File: src/rtl/multi_array_initializer_pkg.sv
// rtl/multi_array_initializer_pkg.sv - shared state encodings and default parameters
package multi_array_initializer_pkg;

  typedef enum logic [1:0] {
    ST_UNINIT = 2'b00,
    ST_BUSY   = 2'b01,
    ST_READY  = 2'b10
  } state_t;

  localparam int DEF_ADDR_WIDTH = 6;
  localparam int DEF_ROW_WIDTH  = 32;
  localparam int DEF_NUM_BLOCKS = 4;
  localparam int DEF_NUM_ARRAYS = 2;
  localparam int DEF_AUTO_INIT  = 1;

endpackage

File: src/rtl/multi_array_initializer_clock_gater.sv
// rtl/multi_array_initializer_clock_gater.sv - halt gating as a state-update enable
module multi_array_initializer_clock_gater (
  input  logic i_halt,
  output logic o_en
);

  // Enable-style gate: the clock stays free-running and flops simply hold.
  assign o_en = ~i_halt;

endmodule

File: src/rtl/multi_array_initializer.sv
// rtl/multi_array_initializer.sv - fills selected arrays with a pattern, row by row
module multi_array_initializer
  import multi_array_initializer_pkg::*;
#(
  parameter int ADDR_WIDTH = DEF_ADDR_WIDTH,
  parameter int ROW_WIDTH  = DEF_ROW_WIDTH,
  parameter int NUM_BLOCKS = DEF_NUM_BLOCKS,
  parameter int NUM_ARRAYS = DEF_NUM_ARRAYS,
  parameter int AUTO_INIT  = DEF_AUTO_INIT
) (
  input  logic                  clk,
  input  logic                  arst,
  input  logic                  i_halt,
  input  logic                  i_flush_req,
  input  logic [ROW_WIDTH-1:0]  i_flush_data,
  input  logic [NUM_ARRAYS-1:0] i_flush_sel,
  input  logic                  i_wr_ready,
  output logic [ADDR_WIDTH-1:0] o_addr,
  output logic [ROW_WIDTH-1:0]  o_data,
  output logic                  o_wen,
  output logic [NUM_BLOCKS-1:0] o_wmask,
  output logic [NUM_ARRAYS-1:0] o_array_sel,
  output logic                  o_valid,
  output logic                  o_init_complete,
  output logic                  o_ready
);

  state_t                r_state, w_state_nxt;
  logic [ADDR_WIDTH:0]   r_cnt, w_cnt_nxt, w_cnt_inc;
  logic [ROW_WIDTH-1:0]  r_pattern, w_pattern_nxt;
  logic [NUM_ARRAYS-1:0] r_sel, w_sel_nxt;
  logic                  r_valid;
  logic [ADDR_WIDTH-1:0] r_addr;
  logic [ROW_WIDTH-1:0]  r_data;
  logic [NUM_BLOCKS-1:0] r_wmask;
  logic [NUM_ARRAYS-1:0] r_array_sel;
  logic                  w_en, w_accept, w_busy_nxt;

  multi_array_initializer_clock_gater u_gater (
    .i_halt (i_halt),
    .o_en   (w_en)
  );

  assign w_accept  = r_valid & i_wr_ready & w_en;
  assign w_cnt_inc = r_cnt + (ADDR_WIDTH+1)'(1);

  always_comb begin
    w_state_nxt   = r_state;
    w_cnt_nxt     = r_cnt;
    w_pattern_nxt = r_pattern;
    w_sel_nxt     = r_sel;
    case (r_state)
      ST_UNINIT: begin
        if (AUTO_INIT != 0) begin
          w_state_nxt   = ST_BUSY;
          w_cnt_nxt     = '0;
          w_pattern_nxt = '0;
          w_sel_nxt     = '1;
        end else begin
          w_state_nxt = ST_READY;
        end
      end
      ST_READY: begin
        if (i_flush_req && (|i_flush_sel)) begin
          w_state_nxt   = ST_BUSY;
          w_cnt_nxt     = '0;
          w_pattern_nxt = i_flush_data;
          w_sel_nxt     = i_flush_sel;
        end
      end
      ST_BUSY: begin
        // The extra counter bit flags the last row so no wrap write to 0 occurs.
        if (w_accept) begin
          if (w_cnt_inc[ADDR_WIDTH]) begin
            w_state_nxt = ST_READY;
            w_cnt_nxt   = '0;
          end else begin
            w_cnt_nxt = w_cnt_inc;
          end
        end
      end
      default: begin
        w_state_nxt = ST_UNINIT;
        w_cnt_nxt   = '0;
      end
    endcase
  end

  assign w_busy_nxt = (w_state_nxt == ST_BUSY);

  always_ff @(posedge clk or posedge arst) begin
    if (arst) begin
      r_state     <= ST_UNINIT;
      r_cnt       <= '0;
      r_pattern   <= '0;
      r_sel       <= '0;
      r_valid     <= 1'b0;
      r_addr      <= '0;
      r_data      <= '0;
      r_wmask     <= '0;
      r_array_sel <= '0;
    end else if (w_en) begin
      r_state     <= w_state_nxt;
      r_cnt       <= w_cnt_nxt;
      r_pattern   <= w_pattern_nxt;
      r_sel       <= w_sel_nxt;
      r_valid     <= w_busy_nxt;
      r_addr      <= w_busy_nxt ? w_cnt_nxt[ADDR_WIDTH-1:0] : '0;
      r_data      <= w_busy_nxt ? w_pattern_nxt : '0;
      r_wmask     <= w_busy_nxt ? '1 : '0;
      r_array_sel <= w_busy_nxt ? w_sel_nxt : '0;
    end
  end

  assign o_addr          = r_addr;
  assign o_data          = r_data;
  assign o_wen           = r_valid;
  assign o_wmask         = r_wmask;
  assign o_array_sel     = r_array_sel;
  assign o_valid         = r_valid;
  assign o_init_complete = (r_state == ST_READY);
  assign o_ready         = o_init_complete & ~i_halt;

endmodule
File: config.mk
export PLATFORM = sky130hd
export DESIGN_NAME = multi_array_initializer
export DESIGN_NICKNAME = d
export VERILOG_FILES = /design/src/rtl/multi_array_initializer_pkg.sv /design/src/rtl/multi_array_initializer_clock_gater.sv /design/src/rtl/multi_array_initializer.sv
export SDC_FILE = /design/constraint.sdc
export NUM_CORES = 1
export LEC_CHECK = 0
export CAP_MARGIN = 20
export CORE_MARGIN = 1.5
export CORE_UTILIZATION = 35
export DETAILED_ROUTE_END_ITERATION = 8
export DONT_BUFFER_PORTS = 1
export PLACE_DENSITY_LB_ADDON = 0.1
export SYNTH_ARGS = -nofsm -noshare
export SYNTH_HDL_FRONTEND = slang
export SYNTH_SLANG_ARGS = --single-unit
File: constraint.sdc
create_clock -name clk -period 3.8 [get_ports clk]
set_input_delay 0.76 -clock clk [delete_from_list [all_inputs] [get_ports clk]]
set_output_delay 0.76 -clock clk [all_outputs]
set_load 0.01 [all_outputs]
==> key figures, run 1 <==
STA
  • Slew HR: 0.4459
  • Final setup viols: 0
  • Setup TNS: 0 ns
  • Slew @ Worst Pin: between 0.8 and 0.9 ns
  • Max-slew violation count: 0
  • Fmax: 382.2 MHz
  • Fin. Hold Viols: 0
  • RSZ-0062 raised after global routing: false
  • Period utilization: 0.6885
  • Crit path time final: between 2 and 3 ns
  • Setup Skew: around 0.0081 ns

Setup path
  • Crit Path Category: reg2reg
  • CP arrival: 2.86 ns
  • R2R cell count: 8
  • Critical path endpoint category: flop
  • CP Launch Type: flop
  • Required @ worst endpoint: 4.05 ns
  • Crit Path Max Fanout: 21

Clock network
  • H-tree depth: 3
  • Maximum clock path buffer count: 2
  • PostCTS Resize Cnt: 0
  • Reg clk slew, reported paths: 0.06 ns
  • Post-CTS setup buffer count: 0
  • Clk root buf: clkbuf_16
  • Clk_lat worst skew: ~0.34 ns
  • Cts bufs inserted: 9
  • Post-CTS Hold Buffers: 0
  • CTS tree: built
  • Clock sinks: 83

Placed design
  • Routability Congestion: roughly 0.74
  • Detailed Place HPWL: 6.051 mm
  • Buffers on Ports: 0
  • Placed cells: ~520

Synthesis
  • Async SR Flop Fraction: 1.000
  • Area leader, netlist: dfrtp_1
  • Synth warn: 0
  • Synth cell count leaders: 83 x dfrtp_1, 45 x nand2_1, 40 x inv_1
  • Main synth FF type: dfrtp_1
  • Cell variety after synth: 44
  • Mapped Area: a little over 4000 µm²
  • Synth area leaders: dfrtp_1 51%, mux2i_1 8.5%, and3_1 5.2%, o31ai_2 4.9%, nand2_1 4.1%
  • EDFF count, synth: 0
  • Share of the synthesized area in the top cell type: 0.5063
  • Top-count cell post-synth: dfrtp_1
  • Synth Area per Inst: a little over 10 µm²
  • Net count after synthesis: 448
  • Seq/Total Area, Yosys: 0.5063
  • Synthesized instance count: between 400 and 500
  • Flops & latches, synth: 83

Global routing
  • GRT Max-Usage Layer: met2
  • Pin count of the biggest net entering global routing: 125
  • Met2 Usage GRT: 0.2613
  • Vias in the first global route: slightly above 3000
  • Global Route met1 Usage: 0.2157
  • Total track usage: 0.1671
  • Initial antenna violation count: 0
  • Global-route wire length before repair: between 15 and 20 mm
  • Total congestion overflow: 0
  • Met3 GRT Util: 0.05741

Detailed routing
  • Post-Route WL: ~9.8 mm
  • Antenna Violating Nets Remaining: 0
  • First-pass DRT Iterations: 4
  • Residual DRC: 0
  • Wire per inst: ~18 µm
  • Via count: roughly 2900
  • Vias per inst: between 5 and 6
  • DRT iter0 DRCs: 194

Layout
  • # diodes: 0
  • Layout cell share with drive strength beyond 1: 0.1097
  • Final nets: around 430
  • P&R area growth vs syn: 8.387%
  • Non-Filler Instances: approximately 540

Power and ir drop
  • VDD IR max: 0.2605 mV
  • Power Density: approximately 490 nW/µm²
  • Total Power: approximately 2200 µW
  • Leak: 0.002139 µW

Floorplanning
  • Io pins: slightly below 90
  • Die Area: approximately 12000 µm²
  • Core Box Area: ~11000 µm²
  • Chip Height: 111.3 µm
  • Die Width: roughly 110 µm
  • Initial Utilization: 0.3593
  • # rows: 39

Min path
  • Type of the tightest min-delay check: in2async

Run
  • Max-cap violation count: 0

Run status
  • Status: completed
registers in the layout, summed over array words and instances, names as in the netlist:
name         cells
o_addr           6
o_array_sel      2
o_data          32
o_wmask          1
r_cnt            6
r_pattern       32
r_sel            2
r_state          2
power by group:
group	internal, µW	leakage (µW)	switching [µW]
clock	470	0.000131	344
combinational	112	0.000867	321
sequential	908	0.00114	31.0
placed cells by master, fill, tap and decap left out, types with 3 or more instances in the layout:
cell type | synthesis | final
dfrtp_1 | 83 | 83
nand2_1 | 45 | 45
inv_1 | 40 | 39
mux2i_1 | 35 | 35
and3_1 | 34 | 34
a21oi_1 | 33 | 33
o31ai_1 | 18 | 18
o31ai_2 | 16 | 16
o21ai_0 | 10 | 10
clkbuf_16 | 0 | 9
nor2_1 | 7 | 7
buf_4 | 6 | 6
ha_1 | 5 | 5
nand3_1 | 4 | 4
a21o_1 | 3 | 3
or2_2 | 2 | 3
nor3_1 | 3 | 3
a22o_1 | 3 | 3
cell families (layout without fill, tap and decap cells):
family | after synthesis | in the layout | share of synthesized area
simple gates | 107 | 107 | 0.1327
xor+xnor | 1 | 1 | 0.002135
buf+inv | 73 | 61 | 0.07807
fa+ha+maj | 5 | 5 | 0.01525
mux | 35 | 35 | 0.08539
flops | 83 | 83 | 0.5063
compound gates | 100 | 100 | 0.1802
worst max-delay path: stages (launching register included):
cell	delay (ns)
dfrtp_1	0.42
inv_1	0.11
ha_1	0.45
o211a_1	0.24
nor3_1	0.05
a211o_1	0.25
or2_2	0.50
buf_12	0.26
o31ai_1	0.23
through the flow:
stage | hold WS (ns) | instance area [µm²] | utilization | setup slack (ns)
2_1_floorplan | 0.4924 | 4103 | - | 0.9032
3_5_place_dp | 0.5116 | 4178 | 0.3659 | 1.172
4_1_cts | 0.2785 | 4447 | 0.3894 | 1.152
5_1_grt | 0.2961 | 4447 | 0.3894 | 0.9835
6_report | 0.2728 | 4447 | 0.3894 | 1.184
3_3_place_gp | 0.5025 | 4178 | 0.3659 | 1.251
final timing paths:
path / start / endpoint / slack, ns
max in group asynchronous: arst / o_data[26] / 2.73
max: r_state[0] / o_data[31] / 1.18
max reg2reg: r_state[0] / o_data[31] / 1.18
min: arst / r_pattern[5] / 0.27
min reg2reg: r_pattern[20] / r_pattern[20] / 0.52
min in group clk: r_pattern[20] / r_pattern[20] / 0.52
area by class of cell:
| class | instances | area [µm²] |
|---|---|---|
| Fill cell | 1183 | 6972 |
| Sequential cell | 83 | 2077 |
| Multi-Input combinational cell | 248 | 1705 |
| Clock buffer | 12 | 256.5 |
| Tap cell | 143 | 178.9 |
| Inverter | 40 | 151.4 |
| Timing Repair Buffer | 7 | 65.06 |
| Clock inverter | 2 | 12.51 |
routing by layer:
| metal | wire length, µm | part of all wire | vias to the layer above |
|---|---|---|---|
| li1 | - | - | 1370 |
| met1 | 4492 | 0.46 | 1421 |
| met2 | 4551 | 0.46 | 54 |
| met3 | 624 | 0.064 | 12 |
| met4 | 139 | 0.014 | 0 |
| met5 | 0 | 0 | - |
(Power assumes the default switching activity.)
==> inputs of run 2 (changes only) <==
==> constraint.sdc (replaced) <==
create_clock -name clk -period 2.6 [get_ports clk]
set_input_delay 0.52 -clock clk [delete_from_list [all_inputs] [get_ports clk]]
set_output_delay 0.52 -clock clk [all_outputs]
set_load 0.01 [all_outputs]
==> run 2 against run 1 <==
Net effect: utilization is 0.91 points higher; clock skew is 0.0036 ns lower; cell area is 2.3% higher; global-route usage hardly changed; die area stayed put; combinational power is 54% higher; sequential power is 46% higher; clock power is 72% higher; non-clock buffer count is 5 higher; critical path depth stayed put; largest cell class unchanged; largest power group is now the clock network.
==> key figures, run 2 (same netlist as run 1, synthesis figures left out) <==
Global routing
  • Total congestion overflow: 0 (unchanged)
  • Initial antenna violation count: 0 (unchanged)
  • Global-route wire length before repair: 16.29 mm (was 16.22 mm)
  • Vias in the first global route: 3049 (was 3029)
  • Pin count of the biggest net entering global routing: 125 (unchanged)
  • Total track usage: 0.1674 (was 0.1671)

Layout
  • P&R area growth vs syn: 10.92% (was 8.387%)
  • Layout cell share with drive strength beyond 1: 0.1228 (was 0.1097)
  • # diodes: 0 (unchanged)
  • Final nets: 438 (was 433)
  • Most frequent cells in the layout: 83 x dfrtp_1, 45 x nand2_1, 39 x inv_1, 35 x mux2i_1, 34 x and3_1 (unchanged)
  • Leading cell type in the layout, fill and taps excluded: dfrtp_1 (unchanged)

Floorplanning
  • Die Area: 12380 µm² (unchanged)
  • Initial Utilization: 0.3593 (unchanged)
  • Io pins: 87 (unchanged)
  • Core Box Area: 11420 µm² (unchanged)
  • Chip Height: 111.3 µm (unchanged)
  • Die Width: 111.3 µm (unchanged)
  • # rows: 39 (unchanged)

Power and ir drop
  • VDD IR max: 0.3648 mV (was 0.2605 mV)
  • Total Power: 3441 µW (was 2185 µW)
  • Power Density: 756.2 nW/µm² (was 491.4 nW/µm²)
  • Leak: 0.002190 µW (was 0.002139 µW)

Setup path
  • CP Launch Type: flop (unchanged)
  • CP arrival: 2.59 ns (was 2.86 ns)
  • Required @ worst endpoint: 2.85 ns (was 4.05 ns)
  • R2r setup slk: 0.26 ns (was 1.18 ns)
  • Crit Path Max Fanout: 21 (unchanged)
  • Critical path endpoint category: flop (unchanged)
  • RR Startpoint: r_state[0] (unchanged)
  • Worst r2r dst: o_data[16] (was o_data[31])
  • R2R cell count: 8 (unchanged)
  • Crit Path Category: reg2reg (unchanged)

Clock network
  • Clk_lat worst skew: 0.34 ns (about the same)
  • CTS tree: built (unchanged)
  • Cts bufs inserted: 9 (unchanged)
  • Clock sinks: 83 (unchanged)
  • PostCTS Resize Cnt: 0 (unchanged)
  • Clk root buf: clkbuf_16 (unchanged)
  • Post-CTS setup buffer count: 0 (unchanged)
  • Post-CTS Hold Buffers: 0 (unchanged)
  • H-tree depth: 3 (unchanged)
  • Maximum clock path buffer count: 2 (unchanged)
  • Reg clk slew, reported paths: 0.06 ns (about the same)

Detailed routing
  • Residual DRC: 0 (unchanged)
  • DRT iter0 DRCs: 160 (was 194)
  • Via count: 2859 (was 2857)
  • Antenna Violating Nets Remaining: 0 (unchanged)
  • Vias per inst: 5.275 (was 5.340)
  • Wire per inst: 17.83 µm (was 18.33 µm)
  • First-pass DRT Iterations: 4 (unchanged)
  • Post-Route WL: 9.662 mm (was 9.808 mm)

STA
  • Fin. Hold Viols: 0 (unchanged)
  • RSZ-0062 raised after global routing: false (unchanged)
  • Crit path time final: 2.340 ns (was 2.616 ns)
  • Slew HR: 0.3836 (was 0.4459)
  • Slew @ Worst Pin: 0.9205 ns (was 0.8276 ns)
  • Period utilization: 0.9000 (was 0.6885)
  • WHS: 0.08293 ns (was 0.2728 ns)
  • Setup TNS: 0 ns (unchanged)
  • Setup Skew: 0.004428 ns (was 0.008058 ns)
  • Worst setup slack after layout: 0.2601 ns (was 1.184 ns)
  • Final setup viols: 0 (unchanged)
  • Max-slew violation count: 0 (unchanged)
  • Fmax: 427.4 MHz (was 382.2 MHz)

Run
  • Max-cap violation count: 0 (unchanged)

Placed design
  • Buffers on Ports: 0 (unchanged)
  • Detailed Place HPWL: 6.049 mm (was 6.051 mm)
  • Dpl ws: 0.2795 ns (was 1.172 ns)
  • Routability Congestion: 0.7538 (was 0.7392)

Min path
  • Type of the tightest min-delay check: in2async (unchanged)

Run status
  • Status: completed (unchanged)
-- run 2: changes by cell type in the layout (fill, tap and decap cells not counted), sizes merged --
cell,before,now
buf,7,12
bufinv,0,2
-- run 2: power by group --
part           switching (µW)  internal (µW)  leakage, µW
sequential               46.4           1330      0.00114
clock                     532            869     0.000157
combinational             476            192     0.000892
total                    1050           2390      0.00219
-- run 2: per-layer routing --
layer / part of all wire / wire length [µm] / GRT usage / vias to the layer above
met4: 0.019 / 183 / 0.06498 / 0
met1: 0.48 / 4624 / 0.2235 / 1391
li1: - / - / - / 1383
met5: 0 / 0 / 0 / -
met3: 0.067 / 651 / 0.06069 / 12
met2: 0.43 / 4202 / 0.2479 / 73
-- run 2: final cells by class --
class	instances	area, µm²
fill	1147	6868
multi-input combinational	248	1705
tap	143	178.9
sequential	83	2077
clock buffer	12	246.5
inverter	40	153.9
timing repair buffer	12	115.1
clock inverter	4	73.82
-- run 2: critical path, stage by stage (launching register included) --
cell     delay (ns)
dfrtp_1        0.44
inv_1          0.10
ha_1           0.27
buf_4          0.20
nor2_1         0.05
a211o_1        0.29
or2_2          0.43
buf_12         0.21
o31ai_1        0.25
-- run 2: how the worst max path moves through the flow --
| stage | start | endpoint | slack, ns | cells after the start |
|---|---|---|---|---|
| 6_report | r_state[0] | o_data[16] | 0.26 | 8 |
| 3_5_place_dp | r_state[0] | o_data[22] | 0.28 | 8 |
| 2_1_floorplan | r_state[0] | o_data[5] | 0.50 | 9 |
| 3_3_place_gp | r_state[0] | o_array_sel[1] | 0.39 | 8 |
| 4_1_cts | r_state[0] | o_data[15] | 0.26 | 8 |
| 5_1_grt | r_state[0] | o_data[18] | 0.10 | 8 |
-- run 2: per-stage QoR --
stage,std cells,util,area [µm²]
global route,542,0.3985,4551
floorplan,404,-,4106
CTS,542,0.3985,4551
global placement,526,0.3705,4230
detailed placement,526,0.3705,4230
finish,542,0.3985,4551
